--- src/rtl/sreg_access_ctrl.sv ---
// Request sequencer for the 8x16 scalar register file: strobe timing, read capture, response handshake.
// Optional RdCount/WrCount statistics are built when SREG_ACC_STATS_EN is defined.
module sreg_access_ctrl #(
   parameter int STROBE_CYC = 1,
   parameter int READ_LAT   = 2,
   parameter int HOLD_CYC   = 1
) (
   input  logic        Clk,
   input  logic        Rst_n,
   input  logic        ReqValid,
   output logic        ReqReady,
   input  logic [1:0]  ReqOp,
   input  logic [2:0]  ReqAddr,
   input  logic [15:0] ReqData,
   output logic        RspValid,
   input  logic        RspReady,
   output logic [15:0] RspData,
   output logic [2:0]  RspAddr,
   output logic [2:0]  Addr,
   output logic [15:0] DataIn,
   output logic        RD,
   output logic        WR,
   output logic        WR_l,
   output logic        WR_h,
   input  logic [15:0] DataOut,
`ifdef SREG_ACC_STATS_EN
   input  logic        StatClr,
   output logic [15:0] RdCount,
   output logic [15:0] WrCount,
`endif
   output logic        Busy
);

   typedef enum logic [2:0] {
      S_IDLE    = 3'd0,
      S_SETUP   = 3'd1,
      S_STROBE  = 3'd2,
      S_WAIT    = 3'd3,
      S_CAPTURE = 3'd4,
      S_HOLD    = 3'd5,
      S_RESP    = 3'd6
   } state_t;

   localparam logic [1:0] OP_RD  = 2'b00;
   localparam logic [1:0] OP_WR  = 2'b01;
   localparam logic [1:0] OP_WRL = 2'b10;
   localparam logic [1:0] OP_WRH = 2'b11;

   // Counter reload values are one less than the dwell time: the state exits when the count reaches zero.
   localparam logic [2:0] STROBE_LOAD = 3'(STROBE_CYC - 1);
   localparam logic [2:0] READ_LOAD   = 3'(READ_LAT - 1);
   localparam logic [2:0] HOLD_LOAD   = (HOLD_CYC > 0) ? 3'(HOLD_CYC - 1) : 3'd0;
   localparam logic       HOLD_EN     = (HOLD_CYC > 0) ? 1'b1 : 1'b0;

   state_t      state_r;
   state_t      next_state_s;
   logic [2:0]  cnt_r;
   logic [2:0]  next_cnt_s;
   logic [1:0]  op_r;
   logic        accept_s;
   logic        next_strobe_s;

   // Next-state and dwell-counter logic.
   always_comb begin
      next_state_s = state_r;
      next_cnt_s   = cnt_r;
      accept_s     = 1'b0;
      case (state_r)
         S_IDLE: begin
            if (ReqValid) begin
               accept_s     = 1'b1;
               next_state_s = S_SETUP;
            end else begin
               next_state_s = S_IDLE;
            end
         end
         S_SETUP: begin
            next_state_s = S_STROBE;
            next_cnt_s   = STROBE_LOAD;
         end
         S_STROBE: begin
            if (cnt_r != 3'd0) begin
               next_cnt_s = cnt_r - 3'd1;
            end else if (op_r == OP_RD) begin
               next_state_s = S_WAIT;
               next_cnt_s   = READ_LOAD;
            end else if (HOLD_EN) begin
               next_state_s = S_HOLD;
               next_cnt_s   = HOLD_LOAD;
            end else begin
               next_state_s = S_IDLE;
            end
         end
         S_WAIT: begin
            if (cnt_r != 3'd0) begin
               next_cnt_s = cnt_r - 3'd1;
            end else begin
               next_state_s = S_CAPTURE;
            end
         end
         S_CAPTURE: begin
            next_state_s = S_RESP;
         end
         S_HOLD: begin
            if (cnt_r != 3'd0) begin
               next_cnt_s = cnt_r - 3'd1;
            end else begin
               next_state_s = S_IDLE;
            end
         end
         S_RESP: begin
            if (RspReady) begin
               next_state_s = S_IDLE;
            end else begin
               next_state_s = S_RESP;
            end
         end
         default: begin
            next_state_s = S_IDLE;
            next_cnt_s   = 3'd0;
         end
      endcase
   end

   assign next_strobe_s = (next_state_s == S_STROBE);

   // State, counter and captured request registers.
   always_ff @(posedge Clk or negedge Rst_n) begin
      if (!Rst_n) begin
         state_r <= S_IDLE;
         cnt_r   <= 3'd0;
         op_r    <= OP_RD;
         Addr    <= 3'd0;
         DataIn  <= 16'd0;
      end else begin
         state_r <= next_state_s;
         cnt_r   <= next_cnt_s;
         if (accept_s) begin
            op_r   <= ReqOp;
            Addr   <= ReqAddr;
            DataIn <= ReqData;
         end
      end
   end

   // Outputs are registered from the next state so they line up exactly with state_r.
   always_ff @(posedge Clk or negedge Rst_n) begin
      if (!Rst_n) begin
         ReqReady <= 1'b1;
         Busy     <= 1'b0;
         RspValid <= 1'b0;
         RspData  <= 16'd0;
         RspAddr  <= 3'd0;
         RD       <= 1'b0;
         WR       <= 1'b0;
         WR_l     <= 1'b0;
         WR_h     <= 1'b0;
      end else begin
         ReqReady <= (next_state_s == S_IDLE);
         Busy     <= (next_state_s != S_IDLE);
         RspValid <= (next_state_s == S_RESP);
         RD       <= next_strobe_s && (op_r == OP_RD);
         WR       <= next_strobe_s && (op_r == OP_WR);
         WR_l     <= next_strobe_s && (op_r == OP_WRL);
         WR_h     <= next_strobe_s && (op_r == OP_WRH);
         if (state_r == S_CAPTURE) begin
            RspData <= DataOut;
            RspAddr <= Addr;
         end
      end
   end

`ifdef SREG_ACC_STATS_EN
   // Access statistics; a clear in the same cycle as an increment leaves the counter at zero.
   always_ff @(posedge Clk or negedge Rst_n) begin
      if (!Rst_n) begin
         RdCount <= 16'd0;
         WrCount <= 16'd0;
      end else if (StatClr) begin
         RdCount <= 16'd0;
         WrCount <= 16'd0;
      end else begin
         if (state_r == S_CAPTURE) begin
            RdCount <= RdCount + 16'd1;
         end else begin
            RdCount <= RdCount;
         end
         if ((state_r == S_SETUP) && (op_r != OP_RD)) begin
            WrCount <= WrCount + 16'd1;
         end else begin
            WrCount <= WrCount;
         end
      end
   end
`else
   // This build carries no statistics ports or counters.
`endif

endmodule

--- config.mk ---
export PLATFORM = sky130hd
export DESIGN_NAME = sreg_access_ctrl
export DESIGN_NICKNAME = d
export VERILOG_FILES = /design/src/rtl/sreg_access_ctrl.sv
export SDC_FILE = /design/constraint.sdc
export NUM_CORES = 1
export LEC_CHECK = 0
export CAP_MARGIN = 20
export CORE_MARGIN = 3
export CORE_UTILIZATION = 47
export DETAILED_ROUTE_END_ITERATION = 8
export GPL_TIMING_DRIVEN = 0
export PLACE_DENSITY = 0.94
export SLEW_MARGIN = 5
export SYNTH_ARGS = -nofsm -noshare
export SYNTH_HDL_FRONTEND = slang
export SYNTH_SLANG_ARGS = --single-unit
--- constraint.sdc ---
create_clock -name Clk -period 4.6 [get_ports Clk]
set_input_delay 0.92 -clock Clk [delete_from_list [all_inputs] [get_ports Clk]]
set_output_delay 0.92 -clock Clk [all_outputs]
set_load 0.02 [all_outputs]
==> flow_summary.ini, run 1 <==
[run_status]
status = completed

[place]
port_buffers = 85
place_hpwl_um = 3608
place_inst = 308
gp_congestion = 0.8917

[cts]
cts_buffer_depth = 2
cts_tree = built
ctsRootBufferMaster = clkbuf_8
cts.clk_slew.worst_paths_ns = 0.09
htreeDepth = 2
cts_made_buffers = 5
cts_hold_buffers = 0
clock_latency_ns = 0.30
cts_setup_buffers = 0
cts.repair.resized = 0
clock_sinks = 53

[timing]
fin_crit_ns = 2.319
final_max_slew_viol_count = 0
report.final.hold_viol_count = 0
finalSetupTns_ns = 0
rsz0062_at_grt = false
fin_skew_ns = 0.004594
worstMarginPinSlew_ns = 0.5974
timing.final.crit_share = 0.5042
slew-limit-headroom = 0.6005
whs_ns = 0.5120
setup_viol = 0
fmax_ghz = 0.4312

[synth]
syn_inst = 157
syn_nets = 200
synth_seq_cells = 53
ys_seq_area_frac = 0.5817
ys_types = 42
syn_area_sq_um = 2282
yosysWarnings = 0
synth_top_cell_by_area = dfrtp_1
syn_area_per_cell_sq_um = 14.54
synth_top_area_share = 0.5702
netlist_top_cells_area = dfrtp_1, mux2_2, mux2_4, dfstp_2, a21oi_1

[cells_and_area]
layout.cells.non_filler = 315
nets = 293
layout-drive-gt1-share = 0.2400
n_antenna_cell = 0
area_growth_syn_to_layout_pct = 46.05

[route]
dr.pass1.iters = 4
drc = 0
vias = 1608
vias_per_cell = 5.105
drtAntennaViolNets = 0
wl_um = 4950
drtIter0Drc = 91
post_drt_wl_per_cell_um = 15.71

[flow_run]
maxCapViolations = 0

[setup_path]
critical_path.cell_chain = clkdlybuf4s50_1
r2r_setup_slack_ns = 2.87
path_class = reg -> out
required_ns = 3.68
endpoint_kind = output port
rr_endpoint = RspData[14]$_DFFE_PN0P_
critPathBufInv = 1
cpLargestDelayFamily = buffers and inverters
worst_ep_arrival_time_ns = 1.40
rr_worst_depth = 3
worstSetupStartpointType = flop
worst_path_largest_cell_delay_ns = 0.59
r2r-start = state_r[1]$_DFF_PN0_
path_max_fanout = 1
cp_slowest_cell = clkdlybuf4s50_1

[global_route]
grtUsageMet3 = 0.07388
grt_pass1_wl_um = 7824
use_met1 = 0.2267
grt_usage = 0.1826
grt_overflow = 0
antenna_found_initial = 0
gr-usage-met2 = 0.2953
grt_start_max_net_pins = 36
grt.busiest_layer = met2
grt_pass1_vias = 1664

[pwr]
ir_drop_mv = 0.4137
p_leak_nw = 1.397
power.density_nw_per_um2 = 742.6

[floorplanning]
coreArea_sq_um = 4534
die-area_sq_um = 5728
io_pins = 86
dieHeight_um = 75.69
die_w_um = 75.69
rows = 24
start_util = 0.5033

[worst_hold_path]
min_delay_path_depth = 1
min_to = DataIn[14]$_DFFE_PN0P_
hold_class = reg -> reg
holdCritStartpoint = DataIn[14]$_DFFE_PN0P_
-- cell usage in the layout (no fill, tap or decap), types with 3 or more instances in the layout --
cell,instances
a21oi_1,5
buf_2,3
buf_4,3
clkbuf_8,5
clkdlybuf4s50_1,84
dfrtp_1,52
inv_1,5
mux2_2,29
mux2_4,10
nand3_1,3
nor2_1,3
nor2b_1,4
-- cell type report --
type	count	area [sq um]
clock buffer	5	68.82
timing repair buffer	86	865.8
buffer	8	67.56
inverter	6	25.02
sequential	53	1328
clock inverter	2	35.03
tap	65	81.33
fill	305	1201
multi-input combinational	90	862.1
-- worst max-delay path by stage --
stage	slack, ns	cells past startpoint	end	startpoint
after floorplan	2.81	3	Addr[1]$_DFFE_PN0P_	ReqValid
after global placement	1.08	1	DataIn[12]$_DFFE_PN0P_	Rst_n
after detailed placement	2.07	4	DataIn[1]$_DFFE_PN0P_	ReqValid
after CTS	2.27	1	ReqReady	ReqReady$_DFF_PN1_
after global routing	2.24	1	ReqReady	ReqReady$_DFF_PN1_
final	2.28	1	ReqReady	ReqReady$_DFF_PN1_
-- per-layer routing --
metal	up-vias	share of wire
met5	-	0
met4	0	0.011
met3	7	0.088
met2	65	0.49
met1	782	0.41
li1	754	-
-- kinds of logic (layout without fill, tap and decap cells) --
group,after synthesis,in the layout,share of synthesized area
AND/OR/NAND/NOR,27,27,0.08608
multiplexers,41,41,0.2182
AO/OA/AOI/OAI,19,19,0.05867
buffers and inverters,14,107,0.04057
XOR/XNOR,1,1,0.003838
adder cells (fa/ha/maj),2,2,0.01096
flip-flops,53,53,0.5817
-- through the flow --
step / total power [mW] / utilization / cell area, sq um / setup slack, ns
2_1_floorplan: 1.626 / - / 2282 / 2.808
3_3_place_gp: 2.136 / 0.7089 / 3214 / 1.077
3_5_place_dp: 2.183 / 0.7122 / 3229 / 2.073
4_1_cts: 2.491 / 0.7351 / 3333 / 2.269
5_1_grt: 2.622 / 0.7351 / 3333 / 2.240
6_report: 2.475 / 0.7351 / 3333 / 2.281
-- cells in the mapped netlist --
cell type / n
mux2i_1: 1
nor4b_4: 1
nor3_1: 1
nor2b_1: 4
ha_1: 2
o2111ai_1: 1
nor4b_1: 2
nor3_4: 1
a221oi_1: 1
buf_6: 1
o2bb2ai_1: 1
and2_1: 1
nand2b_1: 2
o21ai_0: 2
o22ai_1: 1
buf_12: 1
and3_1: 1
buf_4: 3
mux2_2: 29
and2b_1: 1
nor2_1: 3
o221ai_1: 1
inv_4: 1
nor4_1: 2
dfrtp_1: 52
nand2_1: 2
mux2_1: 1
o32ai_1: 2
mux2_4: 10
nor4bb_1: 1
xnor2_1: 1
nand3_1: 3
a21oi_1: 5
a32oi_1: 2
buf_2: 2
and4bb_2: 1
clkbuf_1: 1
a21o_1: 1
a22oi_1: 2
dfstp_2: 1
nor3b_1: 1
inv_1: 5
-- sequential cells by signal (all words and copies together), names as in the netlist, 2 cells and up --
name and flops:
DataIn 16, cnt_r 3, RspData 16, RspAddr 3, state_r 3, op_r 2, Addr 3
-- power breakdown --
group          switching, mW  internal [mW]
clock network          0.140          0.158
logic                  0.628          0.710
registers              0.145          0.693
Note: power is estimated with default switching activity, not from simulation.
==> run 2, diff against run 1 <==
CORE_UTILIZATION = 44   (was 47)
PLACE_DENSITY = 0.89   (was 0.94)
clock period = 2.38 ns   (was 4.6 ns; I/O delays follow)
==> flow_summary.ini, run 2 (synthesis results as in run 1) <==
[run_status]
status = completed

[setup_path]
endpoint_kind = output port
cp_slowest_cell = clkdlybuf4s50_1
path_max_fanout = 1
required_ns = 1.90
critical_path.cell_chain = clkdlybuf4s50_1
worst_ep_arrival_time_ns = 1.42
rr_worst_depth = 3
rr_endpoint = RspData[7]$_DFFE_PN0P_
path_class = reg -> out
worst_path_largest_cell_delay_ns = 0.59
r2r_setup_slack_ns = 0.70
r2r-start = state_r[1]$_DFF_PN0_
cpLargestDelayFamily = buffers and inverters
worstSetupStartpointType = flop
critPathBufInv = 1

[floorplanning]
die_w_um = 78.02
coreArea_sq_um = 4880
dieHeight_um = 78.02
die-area_sq_um = 6087
start_util = 0.4677
io_pins = 86
rows = 25

[global_route]
antenna_found_initial = 0
grt_start_max_net_pins = 29
grt_overflow = 0
grt_pass1_vias = 1711
grt_pass1_wl_um = 8038
grt_usage = 0.1704

[timing]
setup_viol = 0
whs_ns = 0.1741
report.final.hold_viol_count = 0
finalSetupTns_ns = 0
worst_slack_ns = 0.4810
slew-limit-headroom = 0.5925
final_max_slew_viol_count = 0
timing.final.crit_share = 0.7979
rsz0062_at_grt = false
fin_skew_ns = 0.004563
fin_crit_ns = 1.899
worstMarginPinSlew_ns = 0.6113
fmax_ghz = 0.5266

[cts]
cts_buffer_depth = 2
cts_setup_buffers = 0
htreeDepth = 2
ctsRootBufferMaster = clkbuf_8
clock_latency_ns = 0.31
cts_tree = built
cts_made_buffers = 5
cts.repair.resized = 0
clock_sinks = 53
cts_hold_buffers = 0
cts.clk_slew.worst_paths_ns = 0.09

[cells_and_area]
multi_input_area_sq_um = 862.1
reg_top3 = DataIn x16, RspData x16
n_antenna_cell = 0
layout.cells.non_filler = 318
area_growth_syn_to_layout_pct = 45.83
post-route-util = 0.6821
ff_latch_area_sq_um = 1328
final_common_cell = clkdlybuf4s50_1
most-common-layout-cells = clkdlybuf4s50_1, dfrtp_1, mux2_2, mux2_4, clkbuf_8
fin_area_sq_um = 3328
n_fill_cell = 373
nets = 293
layout-drive-gt1-share = 0.2430

[route]
drc = 0
wl_um = 4832
vias_per_cell = 5.044
vias = 1604
post_drt_wl_per_cell_um = 15.19
dr.pass1.iters = 4
drtIter0Drc = 78
drtAntennaViolNets = 0

[place]
port_buffers = 85
place_hpwl_um = 3581
gp_congestion = 0.7789
place_inst = 310
dp_slack_ns = 0.3233
place_area_sq_um = 3232

[worst_hold_path]
hold_class = in -> async

[pwr]
p_total_mw = 4.705
ir_drop_mv = 0.6345
p_leak_nw = 1.394
power.density_nw_per_um2 = 1414

[flow_run]
maxCapViolations = 0
==> run 2: worst max path at each step <==
| stage | cells past startpoint | from | endpoint |
|---|---|---|---|
| 2_1_floorplan | 3 | state_r[1]$_DFF_PN0_ | RspAddr[2]$_DFFE_PN0P_ |
| 3_3_place_gp | 1 | Rst_n | DataIn[12]$_DFFE_PN0P_ |
| 3_5_place_dp | 4 | ReqValid | DataIn[0]$_DFFE_PN0P_ |
| 4_1_cts | 1 | ReqReady$_DFF_PN1_ | ReqReady |
| 5_1_grt | 1 | ReqReady$_DFF_PN1_ | ReqReady |
| 6_report | 1 | ReqReady$_DFF_PN1_ | ReqReady |
==> run 2: layout make-up <==
type	count	share of cell area
buffer	8	0.02030
clock buffer	6	0.02481
clock inverter	2	0.004135
inverter	6	0.007519
multi-input combinational	90	0.2590
sequential	53	0.3989
tap	67	0.02519
timing repair buffer	86	0.2602
==> run 2: per-layer routing <==
| layer | track usage | share of wire | up-vias |
|---|---|---|---|
| met5 | 0 | 0 | - |
| met4 | 0.06993 | 0.016 | 0 |
| met3 | 0.06995 | 0.096 | 8 |
| met2 | 0.2783 | 0.49 | 73 |
| met1 | 0.1992 | 0.40 | 778 |
| li1 | - | - | 745 |
==> run 2: report_power, final <==
group	internal [mW]	switching [mW]
clock	0.236	0.290
combinational	1.37	1.19
sequential	1.34	0.274
==> run 3, diff against run 2 <==
CORE_UTILIZATION = 39   (was 44)
PLACE_DENSITY = 0.84   (was 0.89)
clock period = 1.62 ns   (was 2.38 ns; I/O delays follow)
==> flow_summary.ini, run 3 (synthesis results as in run 1) <==
[setup_path]
worstSetupStartpoint = RspData[7]$_DFFE_PN0P_
path_class = reg -> out
cp-endpoint = RspData[7]
required_ns = 1.30
path_max_fanout = 2
cp_slowest_cell = clkdlybuf4s50_1
cpLargestDelayFamily = buffers and inverters
rr_endpoint = DataIn[0]$_DFFE_PN0P_
endpoint_kind = output port
critical_path.cell_chain = clkdlybuf4s50_1
worst_ep_arrival_time_ns = 1.26
cp.depth = 1
worst_path_largest_cell_delay_ns = 0.60
rr_worst_depth = 3
worstSetupStartpointType = flop
r2r_setup_slack_ns = 0.05
r2r-start = state_r[0]$_DFF_PN0_
critPathBufInv = 1

[cells_and_area]
nets = 295
layout.cells.non_filler = 325
most-common-layout-cells = dfrtp_1, clkdlybuf4s50_1, mux2_2, dlymetal6s2s_1, dlygate4sd2_1
n_fill_cell = 442
layout-drive-gt1-share = 0.2609
area_growth_syn_to_layout_pct = 50.49
ff_latch_area_sq_um = 1328
post-route-util = 0.6162
multi_input_area_sq_um = 882.1
final_common_cell = dfrtp_1
reg_top3 = DataIn x16, RspData x16
n_antenna_cell = 0

[floorplanning]
dieHeight_um = 82.50
io_pins = 86
rows = 27
die_w_um = 82.50
start_util = 0.4094
coreArea_sq_um = 5574
die-area_sq_um = 6805

[route]
post_drt_wl_per_cell_um = 15.06
vias = 1610
drc = 0
wl_um = 4893
drtIter0Drc = 119
vias_per_cell = 4.954
drtAntennaViolNets = 0
dr.pass1.iters = 4

[pwr]
p_leak_nw = 1.666
power.density_nw_per_um2 = 1991
ir_drop_mv = 0.8916
p_total_mw = 6.840

[cts]
cts.clk_slew.worst_paths_ns = 0.09
cts_buffer_depth = 2
htreeDepth = 2
cts_tree = built
ctsRootBufferMaster = clkbuf_8
clock_latency_ns = 0.31
cts_made_buffers = 5
clock_sinks = 53

[timing]
fmax_ghz = 0.6302
fin_skew_ns = 0.004017
worstMarginPinSlew_ns = 0.4644
whs_ns = 0.5038
setup_viol = 0
rsz0062_at_grt = true
fin_crit_ns = 1.587
report.final.hold_viol_count = 0
slew-limit-headroom = 0.6904
final_max_slew_viol_count = 0
finalSetupTns_ns = 0
timing.final.crit_share = 0.9795

[global_route]
grt_pass1_wl_um = 7521
grt_usage = 0.1454
grt_start_max_net_pins = 35
grt_overflow = 0
antenna_found_initial = 0
grt_pass1_vias = 1601

[flow_run]
maxCapViolations = 0

[place]
port_buffers = 85
gp_congestion = 0.7539
place_hpwl_um = 3639
place_inst = 315

[run_status]
status = completed

[worst_hold_path]
hold_class = in -> async
-- run 3: cell count changes in the layout (fill, tap and decap cells not counted), sizes merged --
cell           delta
clkdlybuf4s50    -37
dlymetal6s2s     +23
dlygate4sd2      +14
clkbuf            +1
dlygate4sd3       +1
-- run 3: power breakdown --
group | internal, mW | switching (mW) | total, mW
sequential | 1.97 | 0.390 | 2.36
clock | 0.347 | 0.431 | 0.778
combinational | 1.90 | 1.80 | 3.70
-- run 3: repair_timing --
| item | 4_1_cts | 5_1_grt |
|---|---|---|
| setup buffers | 1 | 0 |
| endpoints found under the hold margin | 18 | 0 |
| hold buffers | 1 | 0 |
| pin swaps | 1 | 3 |
| gates resized for setup | 14 | 30 |
| setup endpoints to repair | 24 | 46 |
-- run 3: worst min path at each step --
stage	startpoint	to	slack [ns]	depth (start not counted)
final	Rst_n	RspData[10]$_DFFE_PN0P_	0.50	2
after global routing	Rst_n	RspData[10]$_DFFE_PN0P_	0.53	2
after CTS	Rst_n	DataIn[0]$_DFFE_PN0P_	0.51	2
after detailed placement	Rst_n	RspData[10]$_DFFE_PN0P_	0.30	1
after global placement	DataIn[14]$_DFFE_PN0P_	DataIn[14]$_DFFE_PN0P_	0.49	1
after floorplan	Rst_n	Addr[0]$_DFFE_PN0P_	0.03	0
-- run 3: final cells by class --
class,count,area share
Buffer,8,0.02259
Clock buffer,6,0.02404
Clock inverter,2,0.004007
Inverter,6,0.007286
Multi-Input combinational cell,90,0.2568
Sequential cell,53,0.3865
Tap cell,72,0.02623
Timing Repair Buffer,88,0.2725
-- run 3: through the flow --
| stage | setup slack (ns) | area, sq um |
|---|---|---|
| 2_1_floorplan | 0.1401 | 2282 |
| 4_1_cts | 0.0008443 | 3347 |
| 3_3_place_gp | -1.364 | 3223 |
| 6_report | 0.03313 | 3435 |
| 5_1_grt | -0.01631 | 3435 |
| 3_5_place_dp | -0.3071 | 3238 |
-- run 3: per-layer routing --
metal,global-route usage,vias to the layer above,share of wire
li1,-,755,-
met4,0.04902,0,0.012
met1,0.1804,793,0.40
met2,0.2308,55,0.50
met3,0.05857,7,0.080
met5,0,-,0
